### src/rtl/opseq_pkg.sv
// opseq_pkg: shared state encoding, pass counter width and operand split helper
// for the operand_sequencer block.
`default_nettype none

package opseq_pkg;

  typedef enum logic [1:0] {
    IDLE  = 2'd0,
    RUN   = 2'd1,
    DRAIN = 2'd2,
    DONE  = 2'd3
  } opseq_state_e;

  localparam int PASS_CNT_W = 8;
  localparam int OPW_MAX    = 64;

  // Returns the upper (hi=1) or lower (hi=0) op_w-bit half of a packed pair,
  // zero-extended to OPW_MAX so callers of any operand width can truncate.
  function automatic logic [OPW_MAX-1:0] split_word(
    input logic [2*OPW_MAX-1:0] word,
    input int unsigned          op_w,
    input logic                 hi
  );
    logic [2*OPW_MAX-1:0] mask;
    mask = {(2*OPW_MAX){1'b1}} >> (2*OPW_MAX - op_w);
    if (hi) return OPW_MAX'((word >> op_w) & mask);
    else    return OPW_MAX'(word & mask);
  endfunction

endpackage

`default_nettype wire

### src/rtl/opseq_fifo.sv
// opseq_fifo: synchronous FIFO with occupancy count; push and pop may coincide
// at any occupancy, including full.
`default_nettype none

module opseq_fifo #(
  parameter int WIDTH = 32,
  parameter int DEPTH = 2,
  parameter int CNT_W = $clog2(DEPTH + 1)
) (
  input  logic             clk_i,
  input  logic             rst_i,
  input  logic             push_i,
  input  logic [WIDTH-1:0] wdata_i,
  input  logic             pop_i,
  output logic [WIDTH-1:0] rdata_o,
  output logic [CNT_W-1:0] count_o,
  output logic             empty_o
);

  localparam int PTR_W = (DEPTH > 1) ? $clog2(DEPTH) : 1;

  logic [WIDTH-1:0] mem_q [DEPTH];
  logic [PTR_W-1:0] wr_ptr_q, rd_ptr_q;
  logic [CNT_W-1:0] count_q;
  logic             do_push, do_pop;

  function automatic logic [PTR_W-1:0] ptr_inc(input logic [PTR_W-1:0] p);
    return (p == PTR_W'(DEPTH - 1)) ? '0 : p + 1'b1;
  endfunction

  assign do_pop  = pop_i && (count_q != '0);
  assign do_push = push_i && ((count_q != CNT_W'(DEPTH)) || do_pop);

  always_ff @(posedge clk_i) begin
    if (do_push) mem_q[wr_ptr_q] <= wdata_i;
  end

  always_ff @(posedge clk_i or posedge rst_i) begin
    if (rst_i) begin
      wr_ptr_q <= '0;
      rd_ptr_q <= '0;
      count_q  <= '0;
    end else begin
      if (do_push) wr_ptr_q <= ptr_inc(wr_ptr_q);
      if (do_pop)  rd_ptr_q <= ptr_inc(rd_ptr_q);
      count_q <= count_q + CNT_W'(do_push) - CNT_W'(do_pop);
    end
  end

  assign rdata_o = mem_q[rd_ptr_q];
  assign count_o = count_q;
  assign empty_o = (count_q == '0);

endmodule

`default_nettype wire

### src/rtl/operand_sequencer.sv
// operand_sequencer: walks the operand BRAM, absorbs its read latency and hands
// {a,b} pairs downstream on valid/ready. Optional OPSEQ_CHECKSUM_EN adds a checksum port.
`default_nettype none

module operand_sequencer
  import opseq_pkg::*;
#(
  parameter int OP_W      = 16,
  parameter int ADDR_W    = 4,
  parameter int NUM_WORDS = 16,
  parameter int RD_LAT    = 1,
  parameter int LOOP_MODE = 0
) (
  input  logic                  clka,
  input  logic                  reset,
  input  logic                  start_stop,
  input  logic [2*OP_W-1:0]     douta,
  output logic [ADDR_W-1:0]     addra,
  output logic                  ena,
  output logic [OP_W-1:0]       a,
  output logic [OP_W-1:0]       b,
  output logic                  op_valid,
  input  logic                  op_ready,
  output logic                  busy,
  output logic                  done,
`ifdef OPSEQ_CHECKSUM_EN
  output logic [PASS_CNT_W-1:0] pass_cnt,
  output logic [2*OP_W-1:0]     checksum
`else
  output logic [PASS_CNT_W-1:0] pass_cnt
`endif
);

  localparam int DEPTH = RD_LAT + 1;
  localparam int CNT_W = $clog2(DEPTH + 1);
  localparam int OCC_W = $clog2(2 * DEPTH + 1);

  opseq_state_e          state_q, state_d;
  logic [ADDR_W-1:0]     addr_q, addr_d;
  logic [PASS_CNT_W-1:0] pass_q, pass_d;
  logic [RD_LAT-1:0]     rd_vld_q;
  logic [CNT_W-1:0]      fifo_cnt;
  logic                  fifo_empty;
  logic [2*OP_W-1:0]     fifo_head;
  logic [OCC_W-1:0]      in_flight;
  logic [OCC_W-1:0]      occupancy;
  logic                  pop, issue;

  opseq_fifo #(
    .WIDTH (2 * OP_W),
    .DEPTH (DEPTH),
    .CNT_W (CNT_W)
  ) u_fifo (
    .clk_i   (clka),
    .rst_i   (reset),
    .push_i  (rd_vld_q[RD_LAT-1]),
    .wdata_i (douta),
    .pop_i   (pop),
    .rdata_o (fifo_head),
    .count_o (fifo_cnt),
    .empty_o (fifo_empty)
  );

  always_comb begin
    in_flight = '0;
    for (int i = 0; i < RD_LAT; i++) in_flight = in_flight + OCC_W'(rd_vld_q[i]);
  end

  // Every issued read already owns a FIFO slot, so stalls can never overflow it.
  assign op_valid  = !fifo_empty;
  assign pop       = op_valid && op_ready;
  assign occupancy = OCC_W'(fifo_cnt) + in_flight - OCC_W'(pop);
  assign issue     = (state_q == RUN) && start_stop && (occupancy < OCC_W'(DEPTH));

  assign ena      = issue;
  assign addra    = addr_q;
  assign pass_cnt = pass_q;
  assign a = op_valid ? OP_W'(split_word((2*OPW_MAX)'(fifo_head), OP_W, 1'b1)) : '0;
  assign b = op_valid ? OP_W'(split_word((2*OPW_MAX)'(fifo_head), OP_W, 1'b0)) : '0;

  always_ff @(posedge clka or posedge reset) begin
    if (reset) begin
      state_q  <= IDLE;
      addr_q   <= '0;
      pass_q   <= '0;
      rd_vld_q <= '0;
    end else begin
      state_q  <= state_d;
      addr_q   <= addr_d;
      pass_q   <= pass_d;
      rd_vld_q <= RD_LAT'({rd_vld_q, issue});
    end
  end

  always_comb begin
    state_d = state_q;
    addr_d  = addr_q;
    pass_d  = pass_q;
    busy    = 1'b0;
    done    = 1'b0;
    case (state_q)
      IDLE: begin
        if (start_stop) begin
          state_d = RUN;
          addr_d  = '0;
          pass_d  = '0;
        end
      end
      RUN: begin
        busy = 1'b1;
        if (!start_stop) begin
          state_d = DRAIN;
        end else if (issue) begin
          if (addr_q == ADDR_W'(NUM_WORDS - 1)) begin
            pass_d = pass_q + 1'b1;
            addr_d = '0;
            if (LOOP_MODE == 0) state_d = DRAIN;
          end else begin
            addr_d = addr_q + 1'b1;
          end
        end
      end
      DRAIN: begin
        busy = 1'b1;
        if (fifo_empty && (in_flight == '0)) state_d = DONE;
      end
      DONE: begin
        done    = 1'b1;
        state_d = IDLE;
      end
      default: state_d = IDLE;
    endcase
  end

`ifdef OPSEQ_CHECKSUM_EN
  logic [2*OP_W-1:0] checksum_q;

  always_ff @(posedge clka or posedge reset) begin
    if (reset) begin
      checksum_q <= '0;
    end else if ((state_q == IDLE) && start_stop) begin
      checksum_q <= '0;
    end else if (pop) begin
      checksum_q <= checksum_q + fifo_head;
    end
  end

  assign checksum = checksum_q;
`endif

endmodule

`default_nettype wire
### config.mk
export PLATFORM = sky130hd
export DESIGN_NAME = operand_sequencer
export DESIGN_NICKNAME = d
export VERILOG_FILES = /design/src/rtl/opseq_pkg.sv /design/src/rtl/opseq_fifo.sv /design/src/rtl/operand_sequencer.sv
export SDC_FILE = /design/constraint.sdc
export NUM_CORES = 1
export LEC_CHECK = 0
export CAP_MARGIN = 10
export CORE_AREA = 2 2 79 100
export CTS_CLUSTER_DIAMETER = 60
export DETAILED_ROUTE_END_ITERATION = 8
export DIE_AREA = 0 0 81 102
export GPL_ROUTABILITY_DRIVEN = 0
export PLACE_DENSITY = 0.78
export SYNTH_ARGS = -nofsm -noshare
export SYNTH_HDL_FRONTEND = slang
export SYNTH_SLANG_ARGS = --single-unit
### constraint.sdc
create_clock -name clka -period 3.8 [get_ports clka]
set_input_delay 0.38 -clock clka [delete_from_list [all_inputs] [get_ports clka]]
set_output_delay 0.38 -clock clka [all_outputs]
set_load 0.05 [all_outputs]
==> impl_metrics.yaml <==
synthesis:
  async_flop_share: 0.229
  avgSynthCellArea_sq_um: 14.1
  synthFlopType: "edfxtp_1"
  syn_area_sq_um: 3560
  ys_seq_elements: 83
  synth_cells: 252
  synthTopCellsByArea: "edfxtp_1 (54%), dfrtp_1 (13%), mux2i_1 (10%), nor2_1 (3.7%), ha_1 (3.2%)"
  netlist.area_leader.share: 0.540
  synth_edf_count: 64
  synth.net_count: 298
  ys_seq_area_frac: 0.673
  synthDistinctLibCells: 37
  yosys.area.top_type: "edfxtp_1"
  synth_warnings: 0
setup_path:
  path_max_fanout: 10
  end_kind: "output port"
  critical_path_class: "reg2out"
  crit_chain: "nor2_2 > inv_2 > and2_1 > ha_1 > inv_1 > nand2_1 > fa_1 > xnor2_4 > nand2_1 > nor2_1 > buf_12"
  slowest_delay_ps: 500
  worst_path_max_delay_cell: "dfrtp_1"
  required_ps: 3420
  start_kind: "register"
  cp.arrival_ps: 3080
  crit_top_cell: "nand2_1"
clock_network:
  clock_path_buffers: 2
  numCtsBuffers: 9
  clkLatencyLatePin_ps: 350
  clkSinkCount: 83
  clk_pin_slew_worst_paths_ps: 90
  cts_tree: "yes"
  htree_levels: 3
  holdBufCountCts: 0
  cts_resized: 0
  cts_setup_buffers: 0
  root_buffer: "clkbuf_8"
timing:
  final_max_slew_viol_count: 0
  finalSetupViolCount: 0
  max-slew-margin-rel: 0.349
  fin_crit_sh: 0.910
  max_clock_freq_mhz: 289
  hold_slack_ps: 474
  grt_setup_unrepaired: "false"
  worst_slew_pin_slew_ps: 977
  period_minus_slack_ps: 3460
  clock_skew_ps: 13.3
  hold_viol_final: 0
  tns_ps: 0
global_route:
  grt_first_pass_wirelength_um: 10700
  grt_pass1_vias: 2322
  overflow: 0
  grt_usage: 0.173
  antenna_found_initial: 0
  grt_max_degree: 34
drt:
  wire_per_inst_um: 15.5
  ant_nets: 0
  num_vias: 2269
  remaining_drc_errors: 0
  viasPerCell: 5.22
  wl_um: 6730
  drt-initial-drc-count: 96
  first_pass_iters: 4
die:
  rows: 35
  fp.dieH_um: 102
  core_area_sq_um: 7270
  die-area_sq_um: 8260
  initial_core_util: 0.490
  pin_count: 84
  die_w_um: 81
finish:
  fin_cells: 435
  final_nets: 384
  final_area_sq_um: 4680
  antenna_cells: 0
  post-route-util: 0.644
  layout-drive-gt1-share: 0.0816
  fillers: 560
  area_growth_pct: 31.4
job:
  cap_violations: 0
place:
  place_hpwl_um: 4510
  io_buffers: 83
  placed_cells: 419
  placed_area_sq_um: 4500
power:
  leakagePower_nw: 1.81
  worst_ir_drop_vdd_uv: 645
  power_density_nw_per_um2: 788
min_path:
  hold_path.class: "in2async"
outcome:
  outcome: "finished, final reports clean"
-- through the flow --
step	worst slack [ps]	power [mW]
6_report	344	3.69
5_1_grt	97.6	3.88
3_3_place_gp	700	3.12
4_1_cts	316	3.72
3_5_place_dp	647	3.14
2_1_floorplan	415	2.56
-- logic make-up (layout without fill, tap and decap cells) --
group | Yosys count | count (layout) | share of synthesized area
AOI/OAI and AO/OA | 22 | 22 | 0.0471
xor gates and xnor gates | 4 | 4 | 0.0151
adders and majority gates | 10 | 10 | 0.0372
buffers and inverters | 20 | 111 | 0.0225
DFF | 83 | 83 | 0.673
muxes | 37 | 37 | 0.105
and+or+nand+nor | 76 | 76 | 0.0994
-- path summary, 6_finish.rpt --
kind | start | end | slack (ps) | cells past startpoint
max in group asynchronous | reset | u_fifo.rd_ptr_q | 2800 | 2
min in group clka | pass_cnt[7] | pass_cnt[7] | 500 | 1
worst max-delay path | u_fifo.count_o[1] | ena | 340 | 11
worst max register to register | u_fifo.count_o[1] | state_q[1] | 810 | 11
worst min-delay path | reset | u_fifo.rd_ptr_q | 470 | 2
worst min register to register | pass_cnt[7] | pass_cnt[7] | 500 | 1
-- metal layers --
layer / share of wire / global-route usage
met1: 0.40 / 0.198
met4: 0.018 / 0.0808
met5: 0 / 0
met3: 0.080 / 0.0539
met2: 0.50 / 0.295
-- cell type report --
class / instances / area (sq um) / share of cell area
Clock buffer: 9 / 124 / 0.0265
Clock inverter: 7 / 56.3 / 0.0120
Inverter: 10 / 37.5 / 0.00802
Multi-Input combinational cell: 149 / 1090 / 0.233
Sequential cell: 83 / 2400 / 0.513
Tap cell: 92 / 115 / 0.0246
Timing Repair Buffer: 85 / 856 / 0.183
-- critical path: cells and delay by family, from the launching register on --
family	cells	cell delay, ps
simple gates	5	900
flops	1	500
buf+inv	3	320
fa+ha+maj	2	730
xor+xnor	1	290
-- where the power goes --
group | internal [mW] | leakage [nW] | total [mW] | switching, mW
clock network | 0.248 | 0.0931 | 0.577 | 0.329
registers | 1.08 | 0.823 | 1.24 | 0.166
logic | 0.680 | 0.890 | 1.86 | 1.18
-- cells in the mapped netlist, types with 3 or more instances --
cell type / n
clkbuf_1: 6
and2_1: 3
ha_1: 9
o21ai_1: 4
o311ai_1: 3
nor2_1: 35
mux2i_1: 36
edfxtp_1: 64
nand2_1: 15
nand3_1: 8
inv_1: 8
a21oi_1: 3
dfrtp_1: 19
and3_1: 3
nand4_1: 4
buf_2: 4
xor2_1: 3
-- cells in the final DEF, fill, tap and decap left out, types with 2 or more instances in the layout --
| master | instances |
|---|---|
| o21ai_1 | 4 |
| nor2_1 | 35 |
| nand4_1 | 4 |
| mux2i_1 | 36 |
| and2_1 | 3 |
| ha_1 | 9 |
| nand3b_1 | 2 |
| o311ai_1 | 3 |
| clkbuf_8 | 9 |
| edfxtp_1 | 64 |
| inv_2 | 2 |
| nand3_1 | 8 |
| a22o_1 | 2 |
| clkdlybuf4s50_1 | 82 |
| o32a_1 | 2 |
| and3_1 | 3 |
| a21oi_1 | 3 |
| inv_6 | 5 |
| nand2_1 | 15 |
| inv_1 | 8 |
| dfrtp_1 | 18 |
| buf_4 | 2 |
| xor2_1 | 3 |
-- state kept, by name (all words and copies together) (netlist names) --
| name | flops |
|---|---|
| u_fifo.mem_q | 64 |
| pass_cnt | 8 |
| addra | 4 |
| state_q | 2 |
| u_fifo.count_o | 2 |
| rd_vld_q | 1 |
| u_fifo.rd_ptr_q | 1 |
| u_fifo.wr_ptr_q | 1 |
(Power assumes the default switching activity.)
